**config.mk**
```make
export PLATFORM = sky130hd
export DESIGN_NAME = clock_set_ctrl
export DESIGN_NICKNAME = d
export VERILOG_FILES = /design/src/rtl/clock_pkg.sv /design/src/rtl/bcd2_inc.sv /design/src/rtl/clock_set_ctrl.sv
export SDC_FILE = /design/constraint.sdc
export NUM_CORES = 1
export LEC_CHECK = 0
export ABC_AREA = 1
export CORE_MARGIN = 5
export CORE_UTILIZATION = 40
export CTS_CLUSTER_SIZE = 8
export DETAILED_ROUTE_END_ITERATION = 10
export RECOVER_POWER = 50
export SLEW_MARGIN = 20
export SYNTH_ARGS = -nofsm -noshare
export SYNTH_HDL_FRONTEND = slang
export SYNTH_SLANG_ARGS = --single-unit
```
**constraint.sdc**
```tcl
create_clock -name clk -period 4.2 [get_ports clk]
set_input_delay 0.42 -clock clk [delete_from_list [all_inputs] [get_ports clk]]
set_output_delay 0.42 -clock clk [all_outputs]
set_load 0.05 [all_outputs]
```
**src/rtl/clock_pkg.sv**
```systemverilog
// Shared definitions for the set-time sequencer and its BCD increment helper.
// Contents:
//   state_t            sequencer states
//   FIELD_*            edit_field codes driven to the display
//   HR_MAX / MS_MAX    highest legal BCD value of the hour and min/sec pairs
//   field_code()       edit_field code for a given state
//   is_set_state()     true in the three field-edit states
package clock_pkg;

  typedef enum logic [2:0] {
    ST_RUN     = 3'd0,
    ST_SET_HR  = 3'd1,
    ST_SET_MIN = 3'd2,
    ST_SET_SEC = 3'd3,
    ST_COMMIT  = 3'd4
  } state_t;

  localparam logic [1:0] FIELD_NONE = 2'd0;
  localparam logic [1:0] FIELD_HR   = 2'd1;
  localparam logic [1:0] FIELD_MIN  = 2'd2;
  localparam logic [1:0] FIELD_SEC  = 2'd3;

  localparam logic [7:0] HR_MAX = 8'h23;
  localparam logic [7:0] MS_MAX = 8'h59;

  function automatic logic [1:0] field_code(input state_t st);
    logic [1:0] code;
    case (st)
      ST_SET_HR:  code = FIELD_HR;
      ST_SET_MIN: code = FIELD_MIN;
      ST_SET_SEC: code = FIELD_SEC;
      default:    code = FIELD_NONE;
    endcase
    return code;
  endfunction

  function automatic logic is_set_state(input state_t st);
    logic res;
    case (st)
      ST_SET_HR, ST_SET_MIN, ST_SET_SEC: res = 1'b1;
      default:                           res = 1'b0;
    endcase
    return res;
  endfunction

endpackage

```
**src/rtl/bcd2_inc.sv**
```systemverilog
// Combinational increment of a two-digit BCD value with wrap to 00.
// Ports:
//   val      in  8  BCD pair {d1,d0}
//   max_val  in  8  largest legal value of the pair (BCD), wraps to 00 after it
//   inc_val  out 8  incremented pair
// Any illegal input (a digit above 9, or a value above max_val) yields 00.
module bcd2_inc
  import clock_pkg::*;
(
  input  logic [7:0] val,
  input  logic [7:0] max_val,
  output logic [7:0] inc_val
);

  // Increment with wrap; plain magnitude compare is valid once both digits are <= 9.
  always_comb begin
    inc_val = 8'h00;
    if ((val[3:0] > 4'd9) || (val[7:4] > 4'd9) || (val >= max_val)) begin
      inc_val = 8'h00;
    end else if (val[3:0] == 4'd9) begin
      inc_val = {val[7:4] + 4'd1, 4'd0};
    end else begin
      inc_val = {val[7:4], val[3:0] + 4'd1};
    end
  end

endmodule

```
**src/rtl/clock_set_ctrl.sv**
```systemverilog
// Seconds-tick generator and operator set-time sequencer for the HH:MM:SS chain.
// Ports:
//   clk, reset        system clock, asynchronous active-high reset
//   btn_mode          pulse: enter set / next field / commit
//   btn_inc           pulse: increment the selected field
//   btn_cancel        pulse: abandon the edit without loading
//   cur_hms   [23:0]  live time {h1,h0,m1,m0,s1,s0}
//   tick_en           1 Hz one-cycle enable to the seconds counter
//   load              one-cycle load strobe to all three counters
//   ld_hms    [23:0]  shadow time, valid while load is high
//   edit_field [1:0]  selected field (0 none, 1 hr, 2 min, 3 sec)
//   blink             display enable for the selected field
module clock_set_ctrl
  import clock_pkg::*;
#(
  parameter int CLK_DIV   = 50_000_000,
  parameter int BLINK_DIV = 12_500_000
) (
  input  logic        clk,
  input  logic        reset,
  input  logic        btn_mode,
  input  logic        btn_inc,
  input  logic        btn_cancel,
  input  logic [23:0] cur_hms,
  output logic        tick_en,
  output logic        load,
  output logic [23:0] ld_hms,
  output logic [1:0]  edit_field,
  output logic        blink
);

  localparam int PW = $clog2(CLK_DIV);
  localparam int BW = $clog2(BLINK_DIV);

  state_t          state_r;
  state_t          next_state_s;
  logic [PW-1:0]   presc_r;
  logic [PW-1:0]   presc_d;
  logic [BW-1:0]   blink_cnt_r;
  logic [BW-1:0]   blink_cnt_d;
  logic            blink_r;
  logic            blink_d;
  logic            tick_r;
  logic            tick_d;
  logic            load_r;
  logic            load_d;
  logic [1:0]      field_r;
  logic [1:0]      field_d;
  logic [23:0]     shadow_r;
  logic            capture_s;
  logic            inc_accept_s;
  logic [7:0]      sel_val_s;
  logic [7:0]      sel_max_s;
  logic [7:0]      inc_val_s;

  // Mode wins over inc, cancel wins over both, so inc only counts when alone.
  assign capture_s    = (state_r == ST_RUN) && btn_mode;
  assign inc_accept_s = is_set_state(state_r) && btn_inc && !btn_mode && !btn_cancel;

  // State register.
  always_ff @(posedge clk or posedge reset) begin
    if (reset) begin
      state_r <= ST_RUN;
    end else begin
      state_r <= next_state_s;
    end
  end

  // Next-state decode with cancel > mode priority.
  always_comb begin
    next_state_s = state_r;
    case (state_r)
      ST_RUN: begin
        if (btn_mode) next_state_s = ST_SET_HR;
        else          next_state_s = ST_RUN;
      end
      ST_SET_HR: begin
        if (btn_cancel)    next_state_s = ST_RUN;
        else if (btn_mode) next_state_s = ST_SET_MIN;
        else               next_state_s = ST_SET_HR;
      end
      ST_SET_MIN: begin
        if (btn_cancel)    next_state_s = ST_RUN;
        else if (btn_mode) next_state_s = ST_SET_SEC;
        else               next_state_s = ST_SET_MIN;
      end
      ST_SET_SEC: begin
        if (btn_cancel)    next_state_s = ST_RUN;
        else if (btn_mode) next_state_s = ST_COMMIT;
        else               next_state_s = ST_SET_SEC;
      end
      ST_COMMIT: next_state_s = ST_RUN;
      default:   next_state_s = ST_RUN;
    endcase
  end

  // Output decode: values the registered outputs take in the next state.
  // The prescaler only runs while staying in RUN, so a tick can never land in a
  // set state and the count restarts from 0 on every return to RUN.
  always_comb begin
    tick_d  = 1'b0;
    presc_d = PW'(0);
    if ((state_r == ST_RUN) && (next_state_s == ST_RUN)) begin
      if (presc_r == PW'(CLK_DIV - 1)) begin
        presc_d = PW'(0);
        tick_d  = 1'b1;
      end else begin
        presc_d = presc_r + PW'(1);
        tick_d  = 1'b0;
      end
    end else begin
      presc_d = PW'(0);
      tick_d  = 1'b0;
    end
    load_d  = (next_state_s == ST_COMMIT);
    field_d = field_code(next_state_s);
  end

  // Blink generator: restarts visible on field entry and on every accepted increment.
  always_comb begin
    blink_cnt_d = blink_cnt_r;
    blink_d     = blink_r;
    if (!is_set_state(next_state_s)) begin
      blink_cnt_d = BW'(0);
      blink_d     = 1'b1;
    end else if ((next_state_s != state_r) || inc_accept_s) begin
      blink_cnt_d = BW'(0);
      blink_d     = 1'b1;
    end else if (blink_cnt_r == BW'(BLINK_DIV - 1)) begin
      blink_cnt_d = BW'(0);
      blink_d     = ~blink_r;
    end else begin
      blink_cnt_d = blink_cnt_r + BW'(1);
      blink_d     = blink_r;
    end
  end

  // Output and counter registers.
  always_ff @(posedge clk or posedge reset) begin
    if (reset) begin
      presc_r     <= PW'(0);
      blink_cnt_r <= BW'(0);
      blink_r     <= 1'b1;
      tick_r      <= 1'b0;
      load_r      <= 1'b0;
      field_r     <= FIELD_NONE;
    end else begin
      presc_r     <= presc_d;
      blink_cnt_r <= blink_cnt_d;
      blink_r     <= blink_d;
      tick_r      <= tick_d;
      load_r      <= load_d;
      field_r     <= field_d;
    end
  end

  // Select the pair being edited for the shared incrementer.
  always_comb begin
    sel_val_s = 8'h00;
    sel_max_s = MS_MAX;
    case (state_r)
      ST_SET_HR: begin
        sel_val_s = shadow_r[23:16];
        sel_max_s = HR_MAX;
      end
      ST_SET_MIN: begin
        sel_val_s = shadow_r[15:8];
        sel_max_s = MS_MAX;
      end
      ST_SET_SEC: begin
        sel_val_s = shadow_r[7:0];
        sel_max_s = MS_MAX;
      end
      default: begin
        sel_val_s = 8'h00;
        sel_max_s = MS_MAX;
      end
    endcase
  end

  bcd2_inc u_bcd2_inc (
    .val     (sel_val_s),
    .max_val (sel_max_s),
    .inc_val (inc_val_s)
  );

  // Shadow time: captured on entry to edit, then updated field by field.
  always_ff @(posedge clk or posedge reset) begin
    if (reset) begin
      shadow_r <= 24'h000000;
    end else if (capture_s) begin
      shadow_r <= cur_hms;
    end else if (inc_accept_s) begin
      case (state_r)
        ST_SET_HR:  shadow_r[23:16] <= inc_val_s;
        ST_SET_MIN: shadow_r[15:8]  <= inc_val_s;
        ST_SET_SEC: shadow_r[7:0]   <= inc_val_s;
        default:    shadow_r        <= shadow_r;
      endcase
    end else begin
      shadow_r <= shadow_r;
    end
  end

  assign tick_en    = tick_r;
  assign load       = load_r;
  assign ld_hms     = shadow_r;
  assign edit_field = field_r;
  assign blink      = blink_r;

endmodule
```
==> run metrics, run 1 <==
CTS buffer count=9; fin crit period=around 2.9 ns; WS Path Type=reg2reg; VDD IR-drop max=~0.47 mV; ranking of synthesized cells by area=dfrtp_1 40%, nand2_1 12%, nand3_1 7.6%; slowest CP cell=dfrtp_1; Yosys Warn Count=0; row count=41; CP arrival=approximately 3.1 ns; hold worst-path end=presc_r[0]; via count=4329; Core Region=12500 um^2; H-tree depth=3; reg2reg start=state_r[0]; fin nets=748; vias per cell=4.89; maxcap violations=1; total routed wirelength=12.3 mm; Worst Reg2Reg Path Length in Cells=14; first-pass GRT wire length=about 21 mm; Post CTS Setup Buffer Count=0; status=complete, but fails checks; Min Hold Slack=0.461 ns; Synth Net Count=~690; Req. time, crit path=between 4 and 5 ns; Starting Density=0.403; Fin. Hold Viols=0; routability congestion estimate=0.837; Netlist Area Pre-Place=5020 um^2; vias in the first global route=roughly 4400; crit end category=flop; die area=~15000 um^2; largest net degree at the start of global routing=60; Die Span X=approximately 120 um; slowest stage delay, CP=about 0.75 ns; clock tree sinks=82; HPWL Detailed=9.09 mm; max_slew headroom=-0.752; # IOs=slightly below 60; final setup violation count=0; worst skew pair latency=roughly 0.34 ns; Avg Synthesized Cell Area=7.69 um^2; Main synth FF type=dfrtp_1; drt first-iter violations=between 150 and 200; hold_buf cts=0; DRT antenna net count=0; Syn Inst Count=about 650; failing checks=capacitance limit, slew limit; filler cell count in the final layout=between 1000 and 1500; RSZ-0062 raised after global routing=no; delay-heaviest family, CP=simple AND/OR/NAND/NOR gates; share of cells above drive strength 1=0.0870; TNS Setup=0 ns; FF+latch count, synth=82; root buffer cell=clkbuf_16; number of detailed-route iterations in the first pass=5; worst setup skew after layout=approximately 0.0063 ns; GRT overflow=0; initial antenna violation count=0; Global Route Usage Sum=0.179; EDFF count, synth=0; area grow syn2layout=19.9%; Synth top area share=0.404; FF-to-FF End=ld_hms[12]; DRC=0; Crit Path Max Fanout=24; Hold WC Path Type=reg2reg; static leakage=2.76 nW; hold_sp=presc_r[0]; most used cell, CP=nand2_1; sequential fraction of the synthesis area=0.409; pwr/cell area=~660 nW/um^2; Yosys cell types=41; reg2reg setup slack=between 1 and 1.5 ns; PostCTS Resize Cnt=0; worst path cell trace=nand3_1 -> inv_2 -> nand2_1 -> nand3_2 -> ha_1 -> inv_1 -> nor2_1 -> nand2_1 -> nand2_1 -> nand2_1 -> nand2_2 -> nor2_4 -> nand3_1 -> nand2_1; Tightest Pin Transition=around 2.6 ns; PortBufs=57; CP Launch Type=flop; Die Y=around 120 um; post-synth top area cell=dfrtp_1; Avg WL per Cell=between 10 and 15 um; TritonCTS clock tree=done; Worst Path Buf+Inv=2; Pins Over Slew Limit=60; hold depth=1; Peak Freq=349 MHz; clk buf depth=2; Worst-path clk slew=about 0.06 ns; ys async rst share=1.00; number of diodes=0; crit share post-route=0.683
==> per-stage QoR <==
step | power [mW] | setup WS (ns) | cell area (um^2) | util | instances
after detailed placement | 3.14 | 1.35 | 5710 | 0.458 | 870
after global routing | 4.22 | 1.11 | 6020 | 0.483 | 885
final | 3.95 | 1.33 | 6020 | 0.483 | 885
after global placement | 3.11 | 1.38 | 5710 | 0.458 | 870
after CTS | 4.01 | 1.39 | 6030 | 0.484 | 885
after floorplan | 2.63 | 1.67 | 5020 | - | 653
==> worst max path at each step <==
stage	end	depth (start not counted)	startpoint
2_1_floorplan	blink_cnt_r[0]	1	reset
3_3_place_gp	blink_cnt_r[16]	7	btn_mode
3_5_place_dp	blink_cnt_r[7]	7	btn_mode
4_1_cts	blink_cnt_r[7]	7	state_r[0]
5_1_grt	ld_hms[11]	14	state_r[0]
6_report	ld_hms[12]	14	state_r[0]
==> routing by layer <==
| layer | track usage | routed length (um) | vias up |
|---|---|---|---|
| met3 | 0.0348 | 465 | 18 |
| met4 | 0.0644 | 293 | 0 |
| met2 | 0.314 | 6120 | 84 |
| met1 | 0.217 | 5440 | 2036 |
| li1 | - | - | 2191 |
| met5 | 0 | 0 | - |
==> cell families (layout without fill, tap and decap cells) <==
logic type	Yosys count	after routing	share of synthesized area
AO/OA/AOI/OAI	31	31	0.0396
AND/OR/NAND/NOR	398	398	0.385
buffers and inverters	100	160	0.0858
XOR/XNOR	32	32	0.0558
adder cells (fa/ha/maj)	10	10	0.0249
flip-flops	82	82	0.409
==> Yosys cell counts, drive strengths merged (4+ instances only) <==
cell,number
a21oi,14
xor2,24
dfrtp,81
nand4,19
clkbuf,4
inv,85
buf,9
nand3,83
xnor2,8
nor3,23
nor2,94
o21ai,14
ha,10
nand2,169
==> registers in the layout (all words and copies together), names as in the netlist <==
signal,flops
edit_field,2
tick_en,1
ld_hms,24
presc_r,26
blink,1
load,1
blink_cnt_r,24
state_r,3
==> worst reg2reg max path, stage by stage, from the launching register on <==
cell and delay, ns:
dfrtp_1 0.75, nand3_1 0.40, inv_2 0.19, nand2_1 0.08, nand3_2 0.13, ha_1 0.27, inv_1 0.06, nor2_1 0.04
nand2_1 0.06, nand2_1 0.04, nand2_1 0.07, nand2_2 0.06, nor2_4 0.42, nand3_1 0.16, nand2_1 0.09
==> where the power goes <==
group	leakage (nW)	switching, mW	total (mW)	internal, mW
combinational	1.52	1.38	1.96	0.581
sequential	1.09	0.191	1.13	0.938
clock	0.156	0.308	0.859	0.551
==> cell usage in the layout (no fill, tap or decap), types with 2 or more instances in the layout <==
cell             instances
or2_2                    2
ha_1                    10
nor2_1                  86
inv_2                    5
dlygate4sd3_1           11
nor2_4                   3
clkbuf_1                 2
nand3_2                  3
nor2_2                   3
dfrtp_1                 81
nand4_4                  2
o21ai_0                 12
nand3_1                 77
nor3b_1                  3
nor3_1                  22
nand2_1                156
clkdlybuf4s50_1         46
a21oi_2                  4
xor2_1                  24
nor4_1                   2
nand2_4                  3
inv_1                   78
nand2_2                 10
nand4_1                 17
clkbuf_16                9
nand3b_1                 2
xnor2_1                  8
nand3_4                  3
clkbuf_8                 2
nor2_8                   2
a21oi_1                 10
bufinv_16                2
==> final cells by class <==
class / instances / area [um^2] / share of cell area
clock inverter: 2 / 60.1 / 0.00998
clock buffer: 13 / 260 / 0.0433
timing repair buffer: 58 / 578 / 0.0961
multi-input combinational: 471 / 2520 / 0.419
sequential: 82 / 2050 / 0.341
inverter: 87 / 332 / 0.0551
tap: 172 / 215 / 0.0358
Note: power is estimated with default switching activity, not from simulation.
==> run 2, diff against run 1 <==
Clock period 4.2 ns to 2.6 ns, I/O delays scaled along.
==> run metrics, run 2 (synthesized netlist as in run 1, its figures left out) <==
pwr/cell area=1080 nW/um^2; hold_buf cts=0; Peak Freq=between 400 and 500 MHz; Die Y=122 um; status=finished, final reports clean; Req. time, crit path=around 2.9 ns; reg2reg start=state_r[1]; routability congestion estimate=0.884; reg2reg setup slack=about 0.22 ns; number of diodes=0; row count=a little over 40; share of cells above drive strength 1=0.106; initial antenna violation count=0; vias in the first global route=about 4400; FF-to-FF End=ld_hms[8]; WS Path Type=reg2reg; GRT overflow=0; max_slew headroom=0.653; PortBufs=57; Pins Over Slew Limit=0; maxcap violations=0; largest register by flop count=presc_r; Tightest Pin Transition=a little over 0.5 ns; slowest CP cell=dfrtp_2; Top Layer Used=met4; sequential power share=0.275; RSZ-0062 raised after global routing=no; Worst Path Buf+Inv=2; Hold WC Path Type=reg2reg; first-pass GRT wire length=between 20 and 25 mm; CTS buffer count=9; static leakage=2.81 nW; Core Region=12500 um^2; H-tree depth=3; CP endpoint=ld_hms[8]; # IOs=between 50 and 60; HPWL Detailed=approximately 9.2 mm; final core utilization=0.493; worst path cell trace=nor2_8 -> nand2_1 -> inv_2 -> nand2_1 -> nand3_2 -> ha_1 -> inv_1 -> nor2_1 -> nand2_1 -> nand2_1 -> nand2_1 -> nand2_2 -> nor2_4 -> nand3_1 -> nand2_1; combinational share of power=0.517; met1 WL=around 5.3 mm; final setup violation count=0; CP arrival=2.66 ns; hold depth=1; Clock Power Share=0.209; Die Span X=122 um; footprint of the multi-input gates=about 2500 um^2; Avg WL per Cell=about 14 um; worst setup skew after layout=around 0.0056 ns; P_sw=3.13 mW; cell count along the critical path=15; worst skew pair latency=0.34 ns; max reg flops=26; crit path launch=state_r[1]; crit share post-route=0.917; slowest stage delay, CP=0.53 ns; drt first-iter violations=~210; DRC=0; delay-heaviest family, CP=simple AND/OR/NAND/NOR gates; fin nets=about 760; Worst Reg2Reg Path Length in Cells=15; wire length on met2=6.20 mm; via count=between 4000 and 5000; die area=between 10000 and 15000 um^2; clock tree sinks=a little over 80; Worst-path clk slew=0.06 ns; Seq. cell area=~2100 um^2; Crit Path Max Fanout=12; filler cell count in the final layout=around 1200; Starting Density=0.403; number of detailed-route iterations in the first pass=5; commonest non-fill, non-tap cell in the layout=nand2_1; TNS Setup=0 ns; most frequent cells in the layout=157 x nand2_1, 86 x nor2_1, 79 x dfrtp_1; CP Launch Type=flop; largest net degree at the start of global routing=83; fin crit period=approximately 2.4 ns; vias per cell=4.81; Pwr Total=around 6.6 mW; most used cell, CP=nand2_1; Fin. Hold Viols=0; clk buf depth=2; total routed wirelength=around 12 mm; crit end category=flop; root buffer cell=clkbuf_16; area grow syn2layout=22.4%; metal3 WL=571 um; DRT antenna net count=0; VDD IR-drop max=around 0.64 mV; TritonCTS clock tree=done; switching share of power=0.472; Global Route Usage Sum=0.179; Min Hold Slack=about 0.47 ns; Pint=around 3.5 mW
-- run 2: metal layers --
layer  up-vias  global-route usage
met5         -                   0
met4         0              0.0651
met3        18              0.0395
met2       101               0.308
met1      1969               0.221
li1       2223                   -
-- run 2: metrics by stage --
stage	cells	area, um^2	setup slack, ns
2_1_floorplan	653	5020	0.233
5_1_grt	897	6140	0.00233
3_3_place_gp	879	5790	0.103
4_1_cts	895	6110	0.0268
6_report	897	6140	0.216
3_5_place_dp	879	5790	0.0469
-- run 2: cell type report --
cell class              count  area share
flip-flops and latches     82       0.335
multi-input cells         472       0.413
clock buffers              12      0.0401
well taps                 172      0.0350
repair buffers             68       0.110
clock inverters             4      0.0122
inverters                  87      0.0540
-- run 2: power groups by stage --
stage	clock network, mW	logic, mW	registers (mW)
2_1_floorplan	0	1.85	2.40
3_3_place_gp	0	3.26	1.84
3_5_place_dp	0	3.29	1.84
4_1_cts	1.41	3.30	1.82
5_1_grt	1.46	3.78	1.84
6_report	1.38	3.42	1.82
-- run 2: worst reg2reg max path, cell delays in order, from the launching register on --
cell and delay, ns:
dfrtp_2 0.53, nor2_8 0.23, nand2_1 0.17, inv_2 0.09, nand2_1 0.06, nand3_2 0.10, ha_1 0.27, inv_1 0.07
nor2_1 0.04, nand2_1 0.06, nand2_1 0.04, nand2_1 0.06, nand2_2 0.10, nor2_4 0.30, nand3_1 0.12, nand2_1 0.07
-- run 2: worst min-delay path by stage --
stage,from,to
3_3_place_gp,presc_r[0],presc_r[0]
6_report,presc_r[0],presc_r[0]
4_1_cts,reset,presc_r[13]
3_5_place_dp,presc_r[0],presc_r[0]
2_1_floorplan,btn_cancel,load
5_1_grt,presc_r[0],presc_r[0]
-- run 2: repair_timing --
action	4_1_cts	5_1_grt
gates resized for setup	0	3
buffers inserted	0	1
endpoints found under the setup margin	0	24
